[src/rtl/sram_word_cell_pkg.sv]
// Shared types and defaults for the SRAM word array.
// Parity storage is enabled by defining SRADDR_PARITY_EN.
package sram_pkg;

    localparam int DATA_W    = 32;
    localparam int ADDR_W    = 7;
    localparam int NUM_WORDS = 128;

    typedef logic [DATA_W-1:0] word_t;

    localparam word_t RESET_VAL = '0;

    // Even parity: the returned bit makes the total count of ones even.
    function automatic logic even_parity(input word_t w);
        return ^w;
    endfunction

endpackage

[src/rtl/sram_word_cell_if.sv]
// Per-word command/data bundle between the array and one storage word.
// The parity_err/inject_err signals exist only when SRADDR_PARITY_EN is defined.
interface sram_word_cell_if #(
    parameter int DATA_W = sram_pkg::DATA_W
);
    logic              WL;
    logic              read_pulse;
    logic              write_pulse;
    logic [DATA_W-1:0] datain;
    logic [DATA_W-1:0] dataout;
    logic              rd_valid;
`ifdef SRADDR_PARITY_EN
    logic              inject_err;
    logic              parity_err;
`endif

    modport master (
`ifdef SRADDR_PARITY_EN
        output inject_err,
        input  parity_err,
`endif
        output WL,
        output read_pulse,
        output write_pulse,
        output datain,
        input  dataout,
        input  rd_valid
    );

    modport slave (
`ifdef SRADDR_PARITY_EN
        input  inject_err,
        output parity_err,
`endif
        input  WL,
        input  read_pulse,
        input  write_pulse,
        input  datain,
        output dataout,
        output rd_valid
    );

endinterface

[src/rtl/sram_word_cell_pulse_rise_det.sv]
// Rising-edge detector for a level command pulse, sampled on clk.
// A pulse that is already high while reset is applied never produces a rise.
module pulse_rise_det (
    input  logic clk,
    input  logic rst,
    input  logic in,
    output logic rise
);

    logic in_q, in_d;
    logic armed_q, armed_d;

    always_comb begin
        in_d    = in;
        armed_d = armed_q | ~in;
    end

    assign rise = in & ~in_q & armed_q;

    // armed_q only arms once the input has been seen low, so a level that
    // stays high across reset release is not mistaken for a new command.
    always_ff @(posedge clk) begin
        if (rst) begin
            in_q    <= 1'b0;
            armed_q <= ~in;
        end else begin
            in_q    <= in_d;
            armed_q <= armed_d;
        end
    end

endmodule

[src/rtl/sram_word_cell.sv]
// One addressable storage word with edge-detected read/write commands.
// Optional even-parity protection is built when SRADDR_PARITY_EN is defined.
module sram_word_cell #(
    parameter int                        DATA_W    = sram_pkg::DATA_W,
    parameter logic [sram_pkg::DATA_W-1:0] RESET_VAL = sram_pkg::RESET_VAL
) (
    input  logic             clk,
    input  logic             rst,
    sram_word_cell_if.slave  bus
);
    import sram_pkg::*;

    word_t word_q, word_d;
    word_t dataout_q, dataout_d;
    logic  rd_valid_q, rd_valid_d;
    logic  rd_rise, wr_rise;
    logic  rd_sel, wr_sel;

    pulse_rise_det u_rd_det (
        .clk  (clk),
        .rst  (rst),
        .in   (bus.read_pulse),
        .rise (rd_rise)
    );

    pulse_rise_det u_wr_det (
        .clk  (clk),
        .rst  (rst),
        .in   (bus.write_pulse),
        .rise (wr_rise)
    );

    assign rd_sel = rd_rise & bus.WL;
    assign wr_sel = wr_rise & bus.WL;

`ifdef SRADDR_PARITY_EN
    logic parity_q, parity_d;
    logic parity_err_q, parity_err_d;
`endif

    // Read samples word_q before the write lands, giving read-before-write.
    always_comb begin
        word_d     = word_q;
        dataout_d  = dataout_q;
        rd_valid_d = 1'b0;
`ifdef SRADDR_PARITY_EN
        parity_d     = parity_q;
        parity_err_d = parity_err_q;
`endif
        if (rd_sel) begin
            dataout_d  = word_q;
            rd_valid_d = 1'b1;
`ifdef SRADDR_PARITY_EN
            parity_err_d = even_parity(word_q) ^ parity_q;
`endif
        end
        if (wr_sel) begin
            word_d = bus.datain;
`ifdef SRADDR_PARITY_EN
            parity_d = even_parity(bus.datain) ^ bus.inject_err;
`endif
        end
    end

    always_ff @(posedge clk) begin
        if (rst) begin
            word_q     <= RESET_VAL;
            dataout_q  <= '0;
            rd_valid_q <= 1'b0;
`ifdef SRADDR_PARITY_EN
            parity_q     <= even_parity(RESET_VAL);
            parity_err_q <= 1'b0;
`endif
        end else begin
            word_q     <= word_d;
            dataout_q  <= dataout_d;
            rd_valid_q <= rd_valid_d;
`ifdef SRADDR_PARITY_EN
            parity_q     <= parity_d;
            parity_err_q <= parity_err_d;
`endif
        end
    end

    assign bus.dataout  = dataout_q;
    assign bus.rd_valid = rd_valid_q;
`ifdef SRADDR_PARITY_EN
    assign bus.parity_err = parity_err_q;
`endif

endmodule

[src/flat_wrapper.sv]
// flat-port wrapper written by rule: the top's interface ports become plain ports
module sram_word_cell_flat import sram_pkg::*;
#(
    parameter int                        DATA_W    = sram_pkg::DATA_W,
    parameter logic [sram_pkg::DATA_W-1:0] RESET_VAL = sram_pkg::RESET_VAL
)
  (clk, rst, bus_WL, bus_read_pulse, bus_write_pulse, bus_datain, bus_dataout, bus_rd_valid);
  sram_word_cell_if #(.DATA_W(DATA_W)) bus_i ();
  input  logic clk;
  input  logic rst;
  input wire logic [$bits(bus_i.WL)-1:0] bus_WL;
  input wire logic [$bits(bus_i.read_pulse)-1:0] bus_read_pulse;
  input wire logic [$bits(bus_i.write_pulse)-1:0] bus_write_pulse;
  input wire logic [$bits(bus_i.datain)-1:0] bus_datain;
  output wire logic [$bits(bus_i.dataout)-1:0] bus_dataout;
  output wire logic [$bits(bus_i.rd_valid)-1:0] bus_rd_valid;
  assign bus_i.WL = bus_WL;
  assign bus_i.read_pulse = bus_read_pulse;
  assign bus_i.write_pulse = bus_write_pulse;
  assign bus_i.datain = bus_datain;
  assign bus_dataout = bus_i.dataout;
  assign bus_rd_valid = bus_i.rd_valid;
  sram_word_cell #(.DATA_W(DATA_W), .RESET_VAL(RESET_VAL)) u_core (.clk(clk), .rst(rst), .bus(bus_i));
endmodule
[config.mk]
export PLATFORM = sky130hd
export DESIGN_NAME = sram_word_cell_flat
export DESIGN_NICKNAME = d
export VERILOG_FILES = /design/src/rtl/sram_word_cell_pkg.sv /design/src/rtl/sram_word_cell_if.sv /design/src/rtl/sram_word_cell_pulse_rise_det.sv /design/src/rtl/sram_word_cell.sv /design/src/flat_wrapper.sv
export SDC_FILE = /design/constraint.sdc
export NUM_CORES = 1
export LEC_CHECK = 0
export BUFFER_PORTS_ARGS = -buffer_cell sky130_fd_sc_hd__buf_2
export CAP_MARGIN = 10
export CORE_ASPECT_RATIO = 1.25
export CORE_MARGIN = 3
export CORE_UTILIZATION = 47
export DETAILED_ROUTE_END_ITERATION = 10
export PLACE_DENSITY = 0.87
export SLEW_MARGIN = 10
export SYNTH_ARGS = -nofsm -noshare
export SYNTH_HDL_FRONTEND = slang
export SYNTH_SLANG_ARGS = --single-unit
[constraint.sdc]
create_clock -name clk -period 1.2 [get_ports clk]
set_clock_uncertainty 0.2 [all_clocks]
set_input_delay 0.18 -clock clk [delete_from_list [all_inputs] [get_ports clk]]
set_output_delay 0.18 -clock clk [all_outputs]
set_load 0.03 [all_outputs]
==> impl_metrics.ini, run 1 <==
[die]
initial_core_util = 0.503
dieArea_um2 = 6950
fp.coreArea_um2 = 5590
io_pins = 70
num_rows = 30
die_w_um = 75.2
die_height_um = 92.5

[final_layout]
final_common_cell = nand2b_1
nets = 423
drive_above_1_share = 0.394
final_cell_mix = 96 x nand2b_1, 63 x mux2i_1, 38 x buf_6
stdcell_area_um2 = 4260
diodes = 0
syn2layout_area_growth_pct = 51.5

[power_and_ir_drop]
pwr_density_cell_nw_per_um2 = 1160
peakVddDrop_v = 0.000978
power_w = 0.00493
p_leak_nw = 1.84

[logic_synthesis]
synth-seq-area-share = 0.491
yosysWarnings = 0
syn_nets = 294
yosysUniqueCellTypes = 14
ys_ff_latch = 69
syn_area_per_cell_um2 = 10.9
syn-instance-count = 257
synth_area_um2 = 2810

[setup_path]
critPathLaunchType = flop
cp_slowest_cell = and4b_2
crit_path_end_kind = flop
crit_type = flop to flop
required_ps = 1260
rrSetupSlack_ps = -170
critical-path-max-stage-delay_ps = 320
crit_chain = and4b_2 > buf_6 > buf_12 > mux2i_2
critPathMaxFanout = 8
crit_arrival_ps = 1420

[clock_network]
htree_levels = 3
path_clk_slew_ps = 70
tritoncts = built
clock_latency_ps = 340
clock_sinks = 69
cts.path.max_buffers = 2
cts-root-buf = clkbuf_8
numCtsBuffers = 9

[global_route]
gr-total-overflow = 0
track_usage = 0.205
grt_max_degree = 80
grt_pass1_wl_mm = 10.8
antenna_found_initial = 0
grt_pass1_vias = 2285

[job]
max-cap-violations = 0

[timing]
fin_setup_tns_ps = -4780
relSlewSlack = 0.839
setup_viol_count_final = 63
worst_slack_ps = -165
period_minus_slack_ps = 1370
final_hold_viol_count = 0
finalCritPeriodShare = 1.14
rsz0062_at_grt = true
worst_slew_pin_slew_ps = 241
max_freq_mhz = 733
drv_slew = 0

[routing]
wl_per_cell_um = 14.7
dr.first_iter.drc_count = 99
wl_mm = 6.67
drc_errors = 0
num_vias = 2189
vias_per_cell = 4.81
ant_nets = 0
drtPass1Iterations = 5

[status]
violations = negative setup slack
status = finished, violations left

[placement]
dp_hpwl_mm = 3.60
dpl_cell_area_um2 = 3250
place_ws_ps = -144
place_congestion = 0.728
port_buffers = 69

[min_path]
worst_hold_path_type = input pin to flop
[cells in the mapped netlist (all sizes together)]
cell,number,area [um2]
o21ai,2,10.0
mux2i,64,641
nand2b,96,601
inv,2,7.51
dfxtp,69,1380
clkbuf,10,37.5
buf,8,83.8
and4b,2,20.0
nor2,1,3.75
nor2b,2,12.5
nand4b,1,15.0
[cells by family after synthesis]
family / Yosys count / synth area share
flip-flops: 69 / 0.491
buffers and inverters: 20 / 0.0458
AO/OA/AOI/OAI: 2 / 0.00356
AND/OR/NAND/NOR: 102 / 0.232
multiplexers: 64 / 0.228
[timing repair]
item                                    CTS  global route
pin swaps                                 0             0
gates cloned                              1             0
endpoints found under the setup margin   88            97
hold endpoints to repair                 35             0
hold buffers                             34             0
resized for setup                       111             5
buffers inserted                          7            14
[metal layers]
metal | global-route usage | vias to the layer above | part of all wire
met3 | 0.0380 | 14 | 0.042
met2 | 0.357 | 56 | 0.53
met5 | 0 | - | 0
met1 | 0.227 | 1026 | 0.40
li1 | - | 1093 | -
met4 | 0.109 | 0 | 0.027
[per-stage QoR]
step | util | hold slack (ps) | std cells
after floorplan | - | 56.1 | 257
after global placement | 0.581 | 243 | 384
after detailed placement | 0.581 | 253 | 384
after CTS | 0.745 | 83.0 | 442
after global routing | 0.762 | 119 | 455
final | 0.762 | 96.9 | 455
[sequential cells by signal, summed over array words and instances, names as in the netlist]
name and count:
u_core.bus.dataout 32, u_core.word_q 32, u_core.bus.rd_valid 1, u_core.u_rd_det.armed_q 1, u_core.u_rd_det.in_q 1, u_core.u_wr_det.armed_q 1
u_core.u_wr_det.in_q 1
[final timing paths]
path,start,end,cells after the start
max,u_core.u_wr_det.in_q,u_core.word_q[20],4
min,bus_WL,u_core.bus.rd_valid,4
max reg2reg,u_core.u_wr_det.in_q,u_core.word_q[20],4
min reg2reg,u_core.u_wr_det.armed_q,u_core.u_wr_det.armed_q,2
[critical path, delay by kind of cell, from the launching register on]
family	cells	cell delay (ps)
simple gates	1	320
flops	1	300
buf+inv	2	240
mux	1	230
[final cells by class]
class / count / area (um2)
Tap cell: 64 / 80.1
Multi-Input combinational cell: 168 / 1320
Timing Repair Buffer: 136 / 1220
Clock inverter: 4 / 72.6
Clock buffer: 12 / 135
Fill cell: 330 / 1330
Inverter: 2 / 7.51
Sequential cell: 69 / 1430
[power by group]
part	internal [W]	total (W)	switching, W
combinational	0.000322	0.000535	0.000212
sequential	0.00235	0.00237	0.0000220
clock	0.00117	0.00202	0.000848
No activity file was read; power rests on OpenSTA's default activity.
==> run 2: changes to the inputs <==
- ABC_CLOCK_PERIOD_IN_PS: not set -> 1200
- SYNTH_HIERARCHICAL: not set -> 1
==> run 2 against run 1 <==
Compared with the run above: largest cell class unchanged; global-route usage increased by 0.46 points; synthesized cell count rose by 3.9%; count of clock-buffer cells in the layout shrank 2; via count is 6.9% higher; critical path depth increased by 1; critical endpoint is now u_core/bus.dataout[19]; first-iteration DRC count up 130%; design area down 2.1%; the run still ends with negative setup slack left; register-to-register slack improved by 80 ps; total power up 1.8%.
==> impl_metrics.ini, run 2 <==
[power_and_ir_drop]
clkPwrFrac = 0.416
power_frac_seq = 0.474
peakVddDrop_v = 0.000968
p_leak_nw = 1.83
combPwrFrac = 0.110
p_sw_w = 0.00113
power_w = 0.00501
switching_share = 0.225
pwr_density_cell_nw_per_um2 = 1200
p_int_w = 0.00388

[timing]
relSlewSlack = 0.879
max_freq_mhz = 779
drv_slew = 0
final_hold_viol_count = 0
finalCritPeriodShare = 1.07
worst_slew_pin_slew_ps = 176
rsz0062_at_grt = true
period_minus_slack_ps = 1280
worst_slack_ps = -83.3
fin_setup_tns_ps = -1860
setup_viol_count_final = 66
hold-worst-slack_ps = 98.0

[clock_network]
clock_sinks = 69
numCtsBuffers = 9
tritoncts = built
clock_latency_ps = 330
cts-root-buf = clkbuf_8
cts.path.max_buffers = 2
htree_levels = 3
path_clk_slew_ps = 80

[routing]
vias_per_cell = 5.21
wl_per_cell_um = 15.6
wl_mm = 7.01
drtPass1Iterations = 5
num_vias = 2339
ant_nets = 0
dr.first_iter.drc_count = 232
drc_errors = 0

[final_layout]
nets = 417
final_common_cell = nand2b_1
syn2layout_area_growth_pct = 49.0
final_cell_mix = 64 x nand2b_1, 36 x buf_2, 35 x dfxtp_1
nFillCells = 361
stdcell_area_um2 = 4170
drive_above_1_share = 0.395
stdcell_count = 449
diodes = 0

[logic_synthesis]
async_flop_share = 0
synthTopCellsByCount = 69 x dfxtp_1, 64 x nand2b_1, 34 x o21ai_1, 32 x mux2i_1, 32 x nand4b_1
synth_most_common_cell = dfxtp_1
yosysUniqueCellTypes = 17
synth-seq-area-share = 0.493
synth_top_area_share = 0.493
synth_area_um2 = 2800
yosysWarnings = 6
syn-instance-count = 267
synthFlopType = dfxtp_1
synth-edff-count = 0
synth_area_leaders = dfxtp_1 49%, nand2b_1 14%, mux2i_1 11%
syn_nets = 304
ys_ff_latch = 69
synth_area_leader_cell = dfxtp_1
syn_area_per_cell_um2 = 10.5

[global_route]
grt_max_degree = 59
gr-total-overflow = 0
grt_pass1_vias = 2334
grt_pass1_wl_mm = 10.9
antenna_found_initial = 0
track_usage = 0.209

[setup_path]
crit_path_end_kind = flop
crit_type = flop to flop
crit_arrival_ps = 1330
critPathLaunchType = flop
cp_slowest_cell = dfxtp_2
required_ps = 1250
critPathMaxFanout = 9
rrSetupSlack_ps = -80
crit_chain = nand2_2 > nor2_4 > nand2_4 > buf_12 > mux2i_1
critical-path-max-stage-delay_ps = 340

[die]
dieArea_um2 = 6930
initial_core_util = 0.501
io_pins = 70
fp.coreArea_um2 = 5590
num_rows = 30
die_w_um = 75.0
die_height_um = 92.3

[job]
max-cap-violations = 0

[placement]
port_buffers = 69
place_inst = 389
dpl_cell_area_um2 = 3230
place_congestion = 0.770
dp_hpwl_mm = 3.85

[min_path]
worst_hold_path_type = input pin to flop

[status]
status = finished, violations left
violations = negative setup slack
-- run 2: changes by cell type after synthesis, moves of 5 or more --
cell      change
buf_2         +8
nand4b_1     +32
clkbuf_1      -8
nand2b_1     -32
o21ai_1      +34
buf_6         +5
mux2i_1      -32
-- run 2: stage by stage --
step	utilization	setup WS, ps
after floorplan	-	-23.0
after global placement	0.578	-46.5
after detailed placement	0.578	-96.9
after CTS	0.733	-46.6
after global routing	0.746	-115
final	0.746	-83.3
-- run 2: cells by family after synthesis --
family	synth area share
and+or+nand+nor	0.264
buffers and inverters	0.0679
muxes	0.114
AOI/OAI and AO/OA	0.0608
DFF	0.493
-- run 2: cell type report --
cell class	instances	area [um2]	area share
multi-input combinational	172	1260	0.302
inverter	2	7.51	0.00180
timing repair buffer	126	1180	0.282
sequential	69	1420	0.341
clock inverter	6	86.3	0.0207
tap	64	80.1	0.0192
clock buffer	10	138	0.0330
-- run 2: worst max-delay path: cells and delay by family (launching register included) --
kind                   cells  cell delay [ps]
AND/OR/NAND/NOR            3              290
flip-flops                 1              340
multiplexers               1              190
buffers and inverters      1              180
-- run 2: timing repair --
| item | 4_1_cts | 5_1_grt |
|---|---|---|
| setup buffers | 1 | 8 |
| cloned | 1 | 0 |
| endpoints found under the setup margin | 97 | 98 |
| hold buffers | 34 | 0 |
| pin swaps | 2 | 0 |
| endpoints found under the hold margin | 36 | 0 |
| resized for setup | 105 | 5 |
-- run 2: routing by layer --
metal,vias to the layer above,wire length [um],GRT usage
li1,1146,-,-
met1,1099,2690,0.241
met2,77,3760,0.347
met3,17,362,0.0532
met4,0,202,0.108
met5,-,0,0
-- run 2: power groups by stage --
stage / clock, W / combinational [W] / sequential [W]
floorplan: 0 / 0.000256 / 0.00243
global placement: 0 / 0.000410 / 0.00242
detailed placement: 0 / 0.000416 / 0.00242
CTS: 0.00212 / 0.000536 / 0.00237
global route: 0.00224 / 0.000591 / 0.00238
finish: 0.00208 / 0.000553 / 0.00237
-- run 2: worst paths after layout --
path,startpoint,to,cells after the start
worst max-delay path,u_core/u_rd_det/armed_q,u_core/bus.dataout[19],5
worst min-delay path,rst,u_core/bus.rd_valid,3
worst max register to register,u_core/u_rd_det/armed_q,u_core/bus.dataout[19],5
worst min register to register,u_core/u_wr_det/armed_q,u_core/u_wr_det/armed_q,2
==> run 3: changes to the inputs <==
- ABC_AREA: not set -> 1
==> run 3 against run 2 <==
Compared with the run above: synthesized cell count increased by 60%; worst setup slack got worse by 170 ps; design area increased by 15%; die area decreased by 0.13%; flip-flop and latch count unchanged; cell count increased by 37%; the run still ends with negative setup slack left; global-route usage increased by 1.9 points; register-to-register slack got worse by 170 ps; clock power increased by 6%; critical endpoint is now u_core/word_q[21]; critical path type unchanged.
==> impl_metrics.ini, run 3 <==
[final_layout]
final_common_cell = nor2_1
register_area_um2 = 1430
drive_above_1_share = 0.471
nets = 582
nFillCells = 267
final_cell_mix = 82 x nor2_1, 72 x nand2_1, 68 x inv_1
syn2layout_area_growth_pct = 71.6
multi_input_area_um2 = 1440
stdcell_count = 615

[timing]
finalCritPeriodShare = 1.21
worst_slack_ps = -258
drv_slew = 0
period_minus_slack_ps = 1460
rsz0062_at_grt = true
setup_viol_count_final = 77
relSlewSlack = 0.849
max_freq_mhz = 686
worst_slew_pin_slew_ps = 226
final_hold_viol_count = 0

[routing]
num_vias = 3034
drc_errors = 0
ant_nets = 0
met1_length_mm = 3.57
vias_per_cell = 4.93
route.met2.wl_mm = 5.30
dr.first_iter.drc_count = 154
wl_per_cell_um = 16.0
highest_layer = met4
drtPass1Iterations = 4
wl_mm = 9.81
dr_wl_met3_um = 517

[logic_synthesis]
synth-edff-count = 0
synth_top_area_share = 0.494
async_flop_share = 0
yosysUniqueCellTypes = 9
synth-seq-area-share = 0.494
syn_area_per_cell_um2 = 6.56
yosysWarnings = 6
synth_area_leaders = dfxtp_1 49%, nor2_1 18%, nand2_1 17%
synth_most_common_cell = nor2_1
synth_area_leader_cell = dfxtp_1
ys_ff_latch = 69
syn_nets = 463
synth_area_um2 = 2800
synthTopCellsByCount = 133 x nor2_1, 125 x nand2_1, 69 x dfxtp_1, 68 x inv_1, 14 x buf_2
syn-instance-count = 426
synthFlopType = dfxtp_1

[clock_network]
cts.path.max_buffers = 2
tritoncts = built
numCtsBuffers = 9
htree_levels = 3
clock_sinks = 69
cts-root-buf = clkbuf_8
clock_latency_ps = 340
path_clk_slew_ps = 80

[die]
initial_core_util = 0.500
die_height_um = 92.2
dieArea_um2 = 6920
num_rows = 30
fp.coreArea_um2 = 5590
io_pins = 70
die_w_um = 75.0

[power_and_ir_drop]
p_leak_nw = 2.43
pwr_density_cell_nw_per_um2 = 1240
peakVddDrop_v = 0.000981

[setup_path]
reg2reg_depth = 7
critPathMaxFanout = 13
rrSetupSlack_ps = -260
critPathLaunchType = flop
r2r-end = u_core/word_q[21]
crit_path_end_kind = flop
required_ps = 1280
crit_type = flop to flop
reg2reg_from = u_core/u_wr_det/armed_q
crit_arrival_ps = 1540

[placement]
place_inst = 548
dp_hpwl_mm = 3.69
port_buffers = 69
place_congestion = 0.736
place_ws_ps = -110

[min_path]
hold_start = rst
worstHoldEndpoint = u_core/bus.dataout[3]
holdPathStages = 5
worst_hold_path_type = input pin to flop

[status]
status = finished, violations left
violations = negative setup slack

[global_route]
grt_pass1_vias = 2702
grt_pass1_wl_mm = 11.9
grt_max_degree = 34
antenna_found_initial = 1
track_usage = 0.228
gr-total-overflow = 0

[job]
max-cap-violations = 0
==> run 3: what timing repair did <==
action / CTS / global route
pin swaps: 1 / 14
setup buffers: 1 / 3
endpoints found under the setup margin: 97 / 94
gates resized for setup: 126 / 114
hold buffers: 35 / 0
hold endpoints to repair: 37 / 0
cloned: 3 / 9
==> run 3: cell type report <==
class	instances	share of cell area
clock buffer	11	0.0315
tap	64	0.0167
antenna	1	0.000521
timing repair buffer	127	0.283
sequential	69	0.297
multi-input combinational	269	0.300
inverter	69	0.0540
clock inverter	5	0.0172
==> run 3: worst max path at each step <==
stage / slack, ps / to / cells after the start / start
2_1_floorplan: -10 / u_core/bus.dataout[10] / 7 / u_core/u_rd_det/armed_q
3_3_place_gp: -60 / u_core/word_q[0] / 6 / u_core/u_wr_det/armed_q
3_5_place_dp: -110 / u_core/word_q[11] / 7 / u_core/u_wr_det/armed_q
4_1_cts: -150 / u_core/word_q[18] / 6 / u_core/u_wr_det/armed_q
5_1_grt: -310 / u_core/word_q[21] / 7 / u_core/u_wr_det/armed_q
6_report: -260 / u_core/word_q[21] / 7 / u_core/u_wr_det/armed_q
==> run 3: metal layers <==
layer / global-route usage / vias to the layer above
li1: - / 1445
met2: 0.405 / 131
met4: 0.108 / 0
met1: 0.241 / 1419
met5: 0 / -
met3: 0.0603 / 39
==> run 3: per-stage QoR <==
stage,total power [W],hold slack (ps),TNS [ps],cell area (um2),utilization
after floorplan,0.00300,48.7,-335,2800,-
after global placement,0.00319,174,-1790,3230,0.577
after detailed placement,0.00322,178,-3050,3230,0.577
after CTS,0.00562,87.8,-4110,4250,0.760
after global routing,0.00610,117,-13720,4800,0.858
final,0.00593,122,-9080,4800,0.858
==> run 3: cell families (layout without fill, tap and decap cells) <==
| family | count (synthesis) | in the layout | synth area share |
|---|---|---|---|
| and+or+nand+nor | 269 | 269 | 0.371 |
| buffers and inverters | 88 | 212 | 0.135 |
| DFF | 69 | 69 | 0.494 |
| other | 0 | 1 | 0 |
==> run 3: where the power goes <==
part | total [W] | leakage [nW] | switching, W | internal [W]
clock | 0.00220 | 0.108 | 0.000913 | 0.00128
sequential | 0.00254 | 0.579 | 0.0000962 | 0.00244
combinational | 0.00120 | 1.74 | 0.000649 | 0.000549
==> run 3: worst max-delay path: stages (launching register included) <==
cell and delay (ps):
dfxtp_2 340, nand2_2 60, nor2_4 160, nand2_8 150, clkbuf_16 220, nand2_1 60
nand2_1 70, nor2_1 130
